<file path="config.mk">
export PLATFORM = sky130hd
export DESIGN_NAME = shk_gray_mstr
export DESIGN_NICKNAME = d
export VERILOG_FILES = /design/src/rtl/shk_gray_mstr.sv
export SDC_FILE = /design/constraint.sdc
export NUM_CORES = 1
export LEC_CHECK = 0
export BUFFER_PORTS_ARGS = -buffer_cell sky130_fd_sc_hd__buf_2
export CORE_ASPECT_RATIO = 2
export CORE_MARGIN = 2
export CORE_UTILIZATION = 44
export DETAILED_ROUTE_END_ITERATION = 10
export PLACE_DENSITY = 0.8
export SYNTH_ARGS = -nofsm -noshare
export SYNTH_HDL_FRONTEND = slang
export SYNTH_SLANG_ARGS = --single-unit
</file>
<file path="constraint.sdc">
create_clock -name s_sys_a_clock -period 1.9 [get_ports s_sys_a_clock]
set_input_delay 0.475 -clock s_sys_a_clock [delete_from_list [all_inputs] [get_ports s_sys_a_clock]]
set_output_delay 0.475 -clock s_sys_a_clock [all_outputs]
set_load 0.005 [all_outputs]
</file>
<file path="src/rtl/shk_gray_mstr.sv">
// rtl/shk_gray_mstr.sv - SHK gray-drive initiator: one command per SHK transaction, watchdog, sticky err bits
// Request port feeds a three-state IDLE/SEND/GAP sequencer; responses are single-cycle strobes.
module shk_gray_mstr #(
  parameter int NB_VER      = 0,
  parameter int WD_SHK_SYNC = 16,
  parameter int WD_SHK_DLAY = 15,
  parameter int WD_TOUT     = 16,
  parameter int NB_TOUT     = 1000,
  parameter int WD_ERR_INFO = 4
) (
  input  logic                   s_sys_a_clock,
  input  logic                   s_sys_a_resetn,
  input  logic                   s_cmd_valid,
  output logic                   s_cmd_ready,
  input  logic [WD_SHK_SYNC-1:0] s_cmd_sync,
  input  logic [WD_SHK_DLAY-1:0] s_cmd_dlay,
  output logic                   m_rsp_valid,
  output logic [WD_SHK_SYNC-1:0] m_rsp_sync,
  output logic [WD_SHK_DLAY-1:0] m_rsp_dlay,
  output logic                   m_rsp_tout,
  output logic                   m_shk_gray_wvalid,
  output logic [WD_SHK_SYNC-1:0] m_shk_gray_smosi,
  output logic [WD_SHK_DLAY-1:0] m_shk_gray_dmosi,
  input  logic                   m_shk_gray_wready,
  input  logic [WD_SHK_SYNC-1:0] m_shk_gray_smiso,
  input  logic [WD_SHK_DLAY-1:0] m_shk_gray_dmiso,
  input  logic [WD_ERR_INFO-1:0] s_err_gray_info1,
  output logic [WD_ERR_INFO-1:0] m_err_gray_info1
);

  localparam int ERR_PAD = WD_ERR_INFO - 2 + 0 * NB_VER;
  // A limit that does not fit in the counter could never be reached, so treat it as disabled.
  localparam logic TOUT_EN = (NB_TOUT > 0) && (longint'(NB_TOUT) < (longint'(1) << WD_TOUT));
  localparam logic [WD_TOUT-1:0] TOUT_LIM = TOUT_EN ? WD_TOUT'(NB_TOUT - 1) : '0;
  localparam logic [WD_TOUT-1:0] WD_MAX   = '1;

  typedef enum logic [1:0] {ST_IDLE, ST_SEND, ST_GAP} state_t;

  state_t                 state_q, state_d;
  logic [WD_TOUT-1:0]     wd_q, wd_d;
  logic [WD_SHK_SYNC-1:0] smosi_q, smosi_d;
  logic [WD_SHK_DLAY-1:0] dmosi_q, dmosi_d;
  logic                   rsp_valid_q, rsp_valid_d;
  logic [WD_SHK_SYNC-1:0] rsp_sync_q, rsp_sync_d;
  logic [WD_SHK_DLAY-1:0] rsp_dlay_q, rsp_dlay_d;
  logic                   rsp_tout_q, rsp_tout_d;
  logic [1:0]             sticky_q, sticky_d;
  logic [WD_ERR_INFO-1:0] err_q, err_d;

  always_comb begin
    state_d     = state_q;
    wd_d        = wd_q;
    smosi_d     = smosi_q;
    dmosi_d     = dmosi_q;
    rsp_valid_d = 1'b0;
    rsp_sync_d  = rsp_sync_q;
    rsp_dlay_d  = rsp_dlay_q;
    rsp_tout_d  = rsp_tout_q;
    sticky_d    = sticky_q;
    case (state_q)
      ST_IDLE: begin
        if (m_shk_gray_wready) sticky_d[1] = 1'b1;
        if (s_cmd_valid) begin
          smosi_d = s_cmd_sync;
          dmosi_d = s_cmd_dlay;
          wd_d    = '0;
          state_d = ST_SEND;
        end
      end
      ST_SEND: begin
        wd_d = (wd_q == WD_MAX) ? wd_q : wd_q + 1'b1;
        // Acknowledge is checked first so it wins a tie with the watchdog limit.
        if (m_shk_gray_wready) begin
          rsp_valid_d = 1'b1;
          rsp_sync_d  = m_shk_gray_smiso;
          rsp_dlay_d  = m_shk_gray_dmiso;
          rsp_tout_d  = 1'b0;
          state_d     = ST_GAP;
        end else if (TOUT_EN && (wd_q == TOUT_LIM)) begin
          rsp_valid_d = 1'b1;
          rsp_sync_d  = '0;
          rsp_dlay_d  = '0;
          rsp_tout_d  = 1'b1;
          sticky_d[0] = 1'b1;
          state_d     = ST_GAP;
        end
      end
      ST_GAP: begin
        if (m_shk_gray_wready) sticky_d[1] = 1'b1;
        state_d = ST_IDLE;
      end
      default: state_d = ST_IDLE;
    endcase
    err_d = s_err_gray_info1 | {{ERR_PAD{1'b0}}, sticky_d};
  end

  always_ff @(posedge s_sys_a_clock or negedge s_sys_a_resetn) begin
    if (!s_sys_a_resetn) begin
      state_q     <= ST_IDLE;
      wd_q        <= '0;
      smosi_q     <= '0;
      dmosi_q     <= '0;
      rsp_valid_q <= 1'b0;
      rsp_sync_q  <= '0;
      rsp_dlay_q  <= '0;
      rsp_tout_q  <= 1'b0;
      sticky_q    <= '0;
      err_q       <= '0;
    end else begin
      state_q     <= state_d;
      wd_q        <= wd_d;
      smosi_q     <= smosi_d;
      dmosi_q     <= dmosi_d;
      rsp_valid_q <= rsp_valid_d;
      rsp_sync_q  <= rsp_sync_d;
      rsp_dlay_q  <= rsp_dlay_d;
      rsp_tout_q  <= rsp_tout_d;
      sticky_q    <= sticky_d;
      err_q       <= err_d;
    end
  end

  assign s_cmd_ready       = (state_q == ST_IDLE);
  assign m_shk_gray_wvalid = (state_q == ST_SEND);
  assign m_shk_gray_smosi  = smosi_q;
  assign m_shk_gray_dmosi  = dmosi_q;
  assign m_rsp_valid       = rsp_valid_q;
  assign m_rsp_sync        = rsp_sync_q;
  assign m_rsp_dlay        = rsp_dlay_q;
  assign m_rsp_tout        = rsp_tout_q;
  assign m_err_gray_info1  = err_q;

endmodule

</file>
==> results of run 1 <==
registers in the layout (all words and copies together), names as in the netlist:
| signal | flops |
|---|---|
| m_shk_gray_dmosi | 15 |
| m_rsp_valid | 1 |
| wd_q | 16 |
| sticky_q | 2 |
| m_err_gray_info1 | 4 |
| m_shk_gray_smosi | 16 |
| state_q | 2 |
| m_rsp_sync | 16 |
| m_rsp_dlay | 15 |
| m_rsp_tout | 1 |
placed cells by master (no fill, tap or decap), drive strengths merged, types with 2 or more instances in the layout:
| cell | count |
|---|---|
| a211o | 2 |
| a21o | 4 |
| a22o | 31 |
| a311o | 2 |
| a31oi | 7 |
| and2 | 4 |
| and3 | 6 |
| and4 | 2 |
| buf | 161 |
| clkbuf | 12 |
| dfrtp | 88 |
| inv | 7 |
| mux2 | 31 |
| nand2 | 5 |
| nand2b | 3 |
| nand3 | 8 |
| nand4 | 5 |
| nor2 | 7 |
| nor4 | 4 |
| o21ai | 9 |
| o31ai | 16 |
| or2 | 3 |
| or4 | 2 |
synth_stat cells (all sizes together), types with 6 or more instances:
| master | count |
|---|---|
| and3 | 6 |
| buf | 8 |
| clkbuf | 15 |
| a31oi | 7 |
| mux2 | 31 |
| a22o | 31 |
| nor2 | 7 |
| o31ai | 16 |
| dfrtp | 88 |
| nand3 | 8 |
| o21ai | 7 |
| inv | 6 |
critical path, stage by stage (launching register included):
cell and delay (ns):
dfrtp_1 0.38, or4_4 0.54, nor4_4 0.24, buf_6 0.17, o21ai_4 0.15, a22o_1 0.28
power by group:
part / internal [mW] / switching [mW] / total (mW)
combinational: 1.16 / 0.964 / 2.12
clock: 1.09 / 0.708 / 1.80
sequential: 2.56 / 0.391 / 2.95
total: 4.81 / 2.06 / 6.87
cell families after synthesis:
family / after synthesis
AOI/OAI and AO/OA: 76
adders and majority gates: 1
buffers and inverters: 29
DFF: 88
muxes: 31
and+or+nand+nor: 52
through the flow:
stage / utilization / setup slack, ns
3_3_place_gp: 0.568 / 0.0688
5_1_grt: 0.615 / -0.0361
6_report: 0.615 / 0.0190
2_1_floorplan: - / 0.00315
3_5_place_dp: 0.568 / -0.0413
4_1_cts: 0.610 / 0.0298
metal layers:
layer	part of all wire	GRT usage	wire, µm
met1	0.36	0.240	3340
met2	0.55	0.373	5170
met3	0.055	0.0512	516
met4	0.039	0.107	366
met5	0	0	0
layout make-up:
cell class                      count  area share
Tap cell                           96      0.0246
Inverter                            6     0.00461
Sequential cell                    88       0.451
Multi-Input combinational cell    162       0.271
Clock buffer                       12      0.0525
Timing Repair Buffer              161       0.186
Clock inverter                      4      0.0105
repair_timing:
item | 4_1_cts | 5_1_grt
resized for setup | 1 | 3
pin swaps | 1 | 9
hold buffers | 0 | 0
endpoints found under the setup margin | 31 | 36
cloned | 1 | 1
buffers inserted | 1 | 2
path summary, 6_finish.rpt:
kind | from | to | slack, ns | cells after the start
worst max-delay path | wd_q[12] | m_rsp_sync[15] | 0.02 | 5
worst min-delay path | s_sys_a_resetn | m_shk_gray_dmosi[7] | 0.11 | 1
worst max register to register | wd_q[12] | m_rsp_sync[15] | 0.02 | 5
worst min register to register | sticky_q[0] | sticky_q[0] | 0.45 | 1
max in group asynchronous | s_sys_a_resetn | m_rsp_dlay[13] | 1.20 | 2
min in group s_sys_a_clock | s_err_gray_info1[3] | m_err_gray_info1[3] | 0.24 | 1
==> summary.md, run 1 <==
| Metric | Value |
|---|---|
| Area of the core | `between 7000 and 8000 µm²` |
| Total Wirelength | `9.39 mm` |
| EDFF count, synth | `0` |
| # setup viols final | `0` |
| VDD IR max | `0.886 mV` |
| Adder-Cell Fraction of Synth Area | `0.00346` |
| Area of the multi-input gates | `1320 µm²` |
| Pwr Total | `approximately 7 mW` |
| Max Root-Sink Buffers | `2` |
| Die height | `132 µm` |
| Finished Layout Cells | `529` |
| Chip width | `68.1 µm` |
| CP Capture Type | `flip-flop` |
| CTS H-tree depth | `3` |
| Antenna viol nets, final | `0` |
| DR WL/cell | `17.8 µm` |
| Required time worst endpoint | `about 2.1 ns` |
| Post-synth top area cell | `dfrtp_1` |
| Hold slack | `0.107 ns` |
| Post-synth top area share | `0.609` |
| Layout cells sized above 1 | `0.462` |
| Row count | `46` |
| Pleak | `approximately 2.4 nW` |
| Clk Tree Root Cell | `clkbuf_16` |
| Max Fclk | `532 MHz` |
| Average footprint of a synthesized cell | `13.1 µm²` |
| Final Cell Area | `just under 5000 µm²` |
| DRC Markers | `0` |
| DP HPWL | `6.75 mm` |
| DR iter-0 viols | `132` |
| DP Cell Count | `around 510` |
| Area growth syn-to-layout | `34.9%` |
| Xor/xnor share of the synthesized area | `0` |
| Cell count after synthesis | `277` |
| Mapped cell area | `3620 µm²` |
| Initial antenna violation count | `0` |
| Critical path class | `reg -> reg` |
| CTS Buf Count | `9` |
| Vias in the first global route | `2999` |
| Clock tree from TritonCTS | `built` |
| Worst skew pair latency | `0.34 ns` |
| Period utilization | `0.990` |
| Critical path peak fanout | `16` |
| Mapped Nets | `348` |
| Slew Limit Fails | `0` |
| Register area | `2200 µm²` |
| Vias | `2980` |
| Pwr/cell area | `1410 nW/µm²` |
| CTS clk-pin slew, worst paths | `around 0.06 ns` |
| Post-synthesis mux area share | `0.0965` |
| Worst-Margin Slew | `approximately 0.52 ns` |
| Max cap viols | `0` |
| Fill cell count | `632` |
| Initial core utilization | `0.456` |
| Overall routing resource usage | `0.217` |
| Gp weighted congestion | `0.956` |
| Compound-Gate Fraction of Synth Area | `0.168` |
| Synth top area cells | `dfrtp_1, a22o_1, mux2_1` |
| Layout Skew | `0.00715 ns` |
| CTS sink cnt | `88` |
| Cell Area, Placed | `4510 µm²` |
| HP Class | `in -> async` |
| Setup TNS Final | `0 ns` |
| Final nets | `roughly 500` |
| RSZ-0062 raised after global routing | `true` |
| Antenna cells | `0` |
| Largest net degree at the start of global routing | `41` |
| Main synth FF type | `dfrtp_1` |
| Outcome | `completed` |
| I/O pins | `140` |
| Die area | `between 9000 and 10000 µm²` |
| Async SR Flop Fraction | `1.00` |
| Seq/Total Area, Yosys | `0.609` |
| Global-route wire length before repair | `14.7 mm` |
| Post-DR vias/cell | `5.63` |
| Synth warn | `0` |
| Relative slew slack | `0.653` |
| Critical Path AT | `2.10 ns` |
| Total grt overflow | `0` |
| Final hold vios | `0` |
| Post-Synth Simple-Gate Area | `0.0868` |
| Seq cells post-synth | `slightly below 90` |
| Type of origin of the critical path | `flip-flop` |
| DR pass1 iterations | `4` |
| Count of buffers from port buffering | `139` |
| Post-layout min period | `1.88 ns` |
| Post-synthesis cell type count | `43` |
| Largest family of logic cells by synthesized area | `compound AO/OA/AOI/OAI gates` |
(Power assumes the default switching activity.)
==> run 2: changes to the inputs <==
--- a/config.mk
+++ b/config.mk
@@ -8,9 +8,9 @@
 export BUFFER_PORTS_ARGS = -buffer_cell sky130_fd_sc_hd__buf_2
 export CORE_ASPECT_RATIO = 2
 export CORE_MARGIN = 2
-export CORE_UTILIZATION = 44
+export CORE_UTILIZATION = 52
 export DETAILED_ROUTE_END_ITERATION = 10
-export PLACE_DENSITY = 0.8
+export PLACE_DENSITY = 0.88
 export SYNTH_ARGS = -nofsm -noshare
 export SYNTH_HDL_FRONTEND = slang
 export SYNTH_SLANG_ARGS = --single-unit
==> constraint.sdc (replaced) <==
create_clock -name s_sys_a_clock -period 2.3 [get_ports s_sys_a_clock]
set_input_delay 0.575 -clock s_sys_a_clock [delete_from_list [all_inputs] [get_ports s_sys_a_clock]]
set_output_delay 0.575 -clock s_sys_a_clock [all_outputs]
set_load 0.005 [all_outputs]
==> summary.md, run 2 (synthesis results as in run 1) <==
| Metric | Value |
|---|---|
| Outcome | `completed` |
| Pleak | `2.37 nW (-2.5%)` |
| DRC Markers | `0 (unchanged)` |
| Chip width | `63.0 µm (-7.5%)` |
| CP Buf/Inv Count | `0 (-1)` |
| Total grt overflow | `0 (unchanged)` |
| Initial antenna violation count | `0 (unchanged)` |
| R2r setup slk | `0.18 ns (+0.16 ns)` |
| Relative slew slack | `0.459 (-0.194)` |
| Period utilization | `0.922 (-0.0685)` |
| Crit-path max cell delay | `0.43 ns (-0.11 ns)` |
| Largest net degree at the start of global routing | `39 (-4.9%)` |
| Antenna viol nets, final | `0 (unchanged)` |
| Area growth syn-to-layout | `31.0%` |
| Clk pwr share | `0.260 (-0.002)` |
| Post-CTS Resized | `0 (-1)` |
| CTS sink cnt | `88 (unchanged)` |
| Clk Tree Root Cell | `clkbuf_16` |
| Worst r2r src | `wd_q[0]` |
| Setup TNS Final | `0 ns (unchanged)` |
| Clock tree from TritonCTS | `built` |
| Die height | `122 µm (-7.8%)` |
| Row count | `43 (-6.5%)` |
| Type of origin of the critical path | `flip-flop` |
| DP Cell Count | `497 (-2.2%)` |
| Layout Skew | `0.00621 ns (-0.000941 ns)` |
| Max cap viols | `0 (unchanged)` |
| CTS clk-pin slew, worst paths | `0.06 ns (about the same)` |
| Int Power | `3.89 mW (-19%)` |
| Vias in the first global route | `2767 (-7.7%)` |
| Slew Limit Fails | `0 (unchanged)` |
| Total Wirelength | `8.30 mm (-12%)` |
| Max Fclk | `472 MHz (-11%)` |
| DR pass1 iterations | `4 (unchanged)` |
| Critical Path AT | `2.34 ns (+0.24 ns)` |
| Initial core utilization | `0.530 (+0.0740)` |
| Commonest non-fill, non-tap cell in the layout | `buf_2` |
| VDD IR max | `0.789 mV (-11%)` |
| DP HPWL | `6.00 mm (-11%)` |
| Crit-path slowest cell | `nor4_4` |
| Most frequent cells in the layout | `buf_2, dfrtp_1, a22o_1` |
| Final nets | `489 (-2.0%)` |
| # Post-CTS Setup Buffers | `0 (-1)` |
| Stages on worst setup path | `5 (unchanged)` |
| Overall routing resource usage | `0.221 (+0.00376)` |
| Max Root-Sink Buffers | `2 (unchanged)` |
| HP Class | `in -> async` |
| # setup viols final | `0 (unchanged)` |
| Sw Share | `0.294 (-0.00645)` |
| Critical path peak fanout | `33 (+17)` |
| Finished Layout Cells | `513 (-3.0%)` |
| I/O pins | `140 (unchanged)` |
| R2r endpoint | `m_rsp_dlay[10]` |
| CTS Buf Count | `9 (unchanged)` |
| Critical path class | `reg -> reg` |
| Antenna cells | `0 (unchanged)` |
| Sw power | `1.62 mW (-21%)` |
| Count of buffers from port buffering | `139 (unchanged)` |
| DR WL/cell | `16.2 µm (-8.9%)` |
| Post-layout min period | `2.12 ns (+0.238 ns)` |
| CP Capture Type | `flip-flop` |
| Gate power share | `0.297 (-0.012)` |
| Pwr/cell area | `1160 nW/µm² (-17%)` |
| Global-route wire length before repair | `13.4 mm (-8.4%)` |
| Layout cells sized above 1 | `0.447 (-0.0151)` |
| Area of the core | `6830 µm² (-14%)` |
| Worst skew pair latency | `0.33 ns (about the same)` |
| CTS Hold Buffers Added | `0 (unchanged)` |
| Required time worst endpoint | `2.52 ns (+0.40 ns)` |
| Post-DR vias/cell | `5.65 (+0.32%)` |
| Die area | `7680 µm² (-15%)` |
| Gp weighted congestion | `0.837 (-12%)` |
| CTS H-tree depth | `3 (unchanged)` |
| Worst path cell trace | `ha_1, nand4_1, nor4_4, o21ai_4, a22o_1` |
| DR iter-0 viols | `104 (-21%)` |
| Worst-Margin Slew | `0.809 ns (+0.288 ns)` |
| Cell family with most CP delay | `simple AND/OR/NAND/NOR gates` |
| Reg2reg path depth | `5 (unchanged)` |
| Final hold vios | `0 (unchanged)` |
| Vias | `2899 (-2.7%)` |
| RSZ-0062 raised after global routing | `false` |
| Reg power frac | `0.443 (+0.014)` |
[run 2: layer usage]
metal / wire, µm / up-vias / global-route usage
met1: 3370 / 1393 / 0.297
li1: - / 1325 / -
met3: 751 / 18 / 0.0683
met2: 4010 / 163 / 0.338
met5: 0 / - / 0
met4: 166 / 0 / 0.0847
[run 2: through the flow]
| step | util | instance area [µm²] | total power [mW] | setup WS, ns | hold slack, ns |
|---|---|---|---|---|---|
| 2_1_floorplan | - | 3620 | 3.26 | 0.347 | 0.279 |
| 3_3_place_gp | 0.650 | 4440 | 4.02 | 0.239 | 0.428 |
| 3_5_place_dp | 0.650 | 4440 | 4.11 | 0.178 | 0.438 |
| 4_1_cts | 0.694 | 4740 | 5.55 | 0.168 | 0.214 |
| 5_1_grt | 0.694 | 4740 | 5.83 | 0.0315 | 0.232 |
| 6_report | 0.694 | 4740 | 5.51 | 0.180 | 0.202 |
[run 2: layout make-up]
| class | instances | area (µm²) |
|---|---|---|
| sequential | 88 | 2200 |
| tap | 90 | 113 |
| clock buffer | 12 | 246 |
| clock inverter | 4 | 52.6 |
| multi-input combinational | 160 | 1290 |
| timing repair buffer | 153 | 816 |
| fill | 496 | 2090 |
| inverter | 6 | 22.5 |
[run 2: power groups by stage]
stage               sequential [mW]  combinational, mW  clock [mW]
floorplan                      2.46              0.798           0
global placement               2.43               1.59           0
detailed placement             2.45               1.66           0
CTS                            2.44               1.66        1.45
global route                   2.51               1.80        1.52
finish                         2.44               1.64        1.43
[run 2: how the worst max path moves through the flow]
stage                        start              to
final                      wd_q[0]  m_rsp_dlay[10]
after global routing       wd_q[0]   m_rsp_dlay[6]
after CTS                 wd_q[10]   m_rsp_dlay[6]
after detailed placement  wd_q[10]   m_rsp_dlay[6]
after global placement    wd_q[10]  m_rsp_sync[13]
after floorplan           wd_q[12]  m_rsp_sync[10]
==> run 3: changes to the inputs <==
--- a/config.mk
+++ b/config.mk
@@ -8,9 +8,10 @@
 export BUFFER_PORTS_ARGS = -buffer_cell sky130_fd_sc_hd__buf_2
 export CORE_ASPECT_RATIO = 2
 export CORE_MARGIN = 2
-export CORE_UTILIZATION = 52
+export CORE_UTILIZATION = 44
 export DETAILED_ROUTE_END_ITERATION = 10
-export PLACE_DENSITY = 0.88
+export GPL_TIMING_DRIVEN = 0
+export PLACE_DENSITY = 0.8
 export SYNTH_ARGS = -nofsm -noshare
 export SYNTH_HDL_FRONTEND = slang
 export SYNTH_SLANG_ARGS = --single-unit
==> constraint.sdc (replaced) <==
create_clock -name s_sys_a_clock -period 1.9 [get_ports s_sys_a_clock]
set_input_delay 0.475 -clock s_sys_a_clock [delete_from_list [all_inputs] [get_ports s_sys_a_clock]]
set_output_delay 0.475 -clock s_sys_a_clock [all_outputs]
set_load 0.005 [all_outputs]
==> summary.md, run 3 (synthesis results as in run 1) <==
| Metric | Value |
|---|---|
| Initial core utilization | `0.456 (-0.0740)` |
| Layout Skew | `0.00449 ns (-0.00172 ns)` |
| CP Capture Type | `flip-flop` |
| Dpl ws | `-0.385 ns (-0.563 ns)` |
| Row count | `46 (+7.0%)` |
| Clock tree from TritonCTS | `built` |
| Sw power | `2.02 mW (+25%)` |
| Outcome | `complete, but fails checks` |
| DR iter-0 viols | `132 (+27%)` |
| CTS clk-pin slew, worst paths | `0.06 ns (about the same)` |
| # setup viols final | `0 (unchanged)` |
| Worst skew pair latency | `0.33 ns (about the same)` |
| Cell family with most CP delay | `simple AND/OR/NAND/NOR gates` |
| Layout cells sized above 1 | `0.472 (+0.0247)` |
| Finished Layout Cells | `535 (+4.3%)` |
| Vias in the first global route | `3029 (+9.5%)` |
| Commonest non-fill, non-tap cell in the layout | `buf_2` |
| DP Cell Count | `513 (+3.2%)` |
| Area of the core | `7940 µm² (+16%)` |
| VDD IR max | `1.04 mV (+32%)` |
| Initial antenna violation count | `0 (unchanged)` |
| Vias | `2937 (+1.3%)` |
| Final nets | `506 (+3.5%)` |
| Antenna cells | `0 (unchanged)` |
| Required time worst endpoint | `2.10 ns (-0.42 ns)` |
| Largest net degree at the start of global routing | `74 (+90%)` |
| Most frequent cells in the layout | `buf_2, dfrtp_1, a22o_1` |
| Critical path class | `reg -> reg` |
| I/O pins | `140 (unchanged)` |
| Final setup margin | `0.00505 ns (-0.175 ns)` |
| Crit-path max cell delay | `0.41 ns (-0.02 ns)` |
| Post-layout util | `0.615 (-0.0785)` |
| Final Cell Area | `4890 µm² (+3.1%)` |
| Critical Path AT | `2.10 ns (-0.24 ns)` |
| DR pass1 iterations | `8 (+4)` |
| Die area | `9010 µm² (+17%)` |
| Pleak | `2.44 nW (+2.9%)` |
| Clk pwr share | `0.255 (-0.005)` |
| CTS Buf Count | `9 (unchanged)` |
| Clk Tree Root Cell | `clkbuf_16` |
| Post-DR vias/cell | `5.49 (-2.9%)` |
| Overall routing resource usage | `0.210 (-0.0112)` |
| Global-route wire length before repair | `14.3 mm (+6.3%)` |
| Pwr Total | `6.75 mW (+22%)` |
| DRC Markers | `1 (+1)` |
| Relative slew slack | `0.681 (+0.223)` |
| Failing checks | `DRC` |
| Max cap viols | `0 (unchanged)` |
| DP HPWL | `6.55 mm (+9.0%)` |
| Gate power share | `0.309 (+0.012)` |
| Max Root-Sink Buffers | `2 (unchanged)` |
| Slew Limit Fails | `0 (unchanged)` |
| Pwr/cell area | `1380 nW/µm² (+19%)` |
| CTS sink cnt | `88 (unchanged)` |
| Reg power frac | `0.436 (-0.007)` |
| Total Wirelength | `9.03 mm (+8.7%)` |
| Type of origin of the critical path | `flip-flop` |
| CTS H-tree depth | `3 (unchanged)` |
| Critical path peak fanout | `10 (-70%)` |
| Area growth syn-to-layout | `35.1%` |
| Gp weighted congestion | `0.836 (-0.17%)` |
| Chip width | `68.1 µm (+8.2%)` |
| Total grt overflow | `0 (unchanged)` |
| Setup TNS Final | `0 ns (unchanged)` |
| HP Class | `in -> reg` |
| Worst path cell trace | `ha_4, nand4_1, nor4_4, nand2b_1, buf_2, o31ai_1` |
| Crit-path slowest cell | `dfrtp_2` |
| Antenna viol nets, final | `0 (unchanged)` |
| Count of buffers from port buffering | `139 (unchanged)` |
| Cell Area, Placed | `4460 µm² (+0.51%)` |
| Hold slack | `0.243 ns (+0.0411 ns)` |
| Final hold vios | `0 (unchanged)` |
| DR WL/cell | `16.9 µm (+4.2%)` |
| Worst-Margin Slew | `0.478 ns (-0.331 ns)` |
| Max Fclk | `528 MHz (+12%)` |
| CP Buf/Inv Count | `1 (+1)` |
| Die height | `132 µm (+8.4%)` |
| Post-layout min period | `1.89 ns (-0.225 ns)` |
| Period utilization | `0.997 (+0.0758)` |
| Sw Share | `0.300 (+0.00632)` |
| Int Power | `4.72 mW (+21%)` |
[run 3: changes by cell type in the layout (fill, tap and decap cells not counted), moves of 3 or more]
| cell | delta |
|---|---|
| dfrtp_2 | +4 |
| dfrtp_1 | -4 |
| clkbuf_2 | +3 |
| clkbuf_1 | +4 |
| buf_2 | +4 |
| buf_6 | +4 |
[run 3: what timing repair did]
action | CTS | global route
buffers inserted | 7 | 5
setup endpoints to repair | 67 | 52
resized for setup | 9 | 16
hold buffers | 1 | 0
cloned | 0 | 0
pin swaps | 3 | 8
endpoints found under the hold margin | 15 | 0
[run 3: per-layer routing]
| metal | share of wire | routed length [µm] | GRT usage |
|---|---|---|---|
| met3 | 0.050 | 449 | 0.0418 |
| met5 | 0 | 0 | 0 |
| met4 | 0.038 | 340 | 0.117 |
| met2 | 0.55 | 4950 | 0.355 |
| met1 | 0.36 | 3280 | 0.236 |
[run 3: area by class of cell]
class | count | area, µm²
clock inverter | 5 | 56.3
inverter | 6 | 25.0
timing repair buffer | 153 | 826
tap | 96 | 120
multi-input combinational | 160 | 1320
fill | 628 | 3060
sequential | 88 | 2210
clock buffer | 10 | 229
buffer | 17 | 106
[run 3: final timing paths]
kind                                      from                   to  slack (ns)  cells after the start
hold / removal             s_err_gray_info1[3]  m_err_gray_info1[3]        0.24                      1
max in group asynchronous       s_sys_a_resetn             wd_q[10]        0.68                      3
setup / recovery                       wd_q[0]              wd_q[3]       0.005                      6
hold reg to reg                    sticky_q[0]          sticky_q[0]        0.45                      1
min in group asynchronous       s_sys_a_resetn  m_shk_gray_dmosi[4]        0.57                      2
setup reg to reg                       wd_q[0]              wd_q[3]       0.005                      6
[run 3: worst register-to-register path, stage by stage, from the launching register on]
cell and delay, ns:
dfrtp_2 0.41, ha_4 0.19, nand4_1 0.23, nor4_4 0.40
nand2b_1 0.17, buf_2 0.24, o31ai_1 0.12
[run 3: power groups by stage]
stage / Sequential, mW / Combinational (mW) / Clock, mW
after floorplan: 2.98 / 0.965 / 0
after global placement: 2.91 / 1.98 / 0
after detailed placement: 2.93 / 2.07 / 0
after CTS: 2.93 / 2.08 / 1.75
after global routing: 3.04 / 2.29 / 1.83
final: 2.94 / 2.09 / 1.72
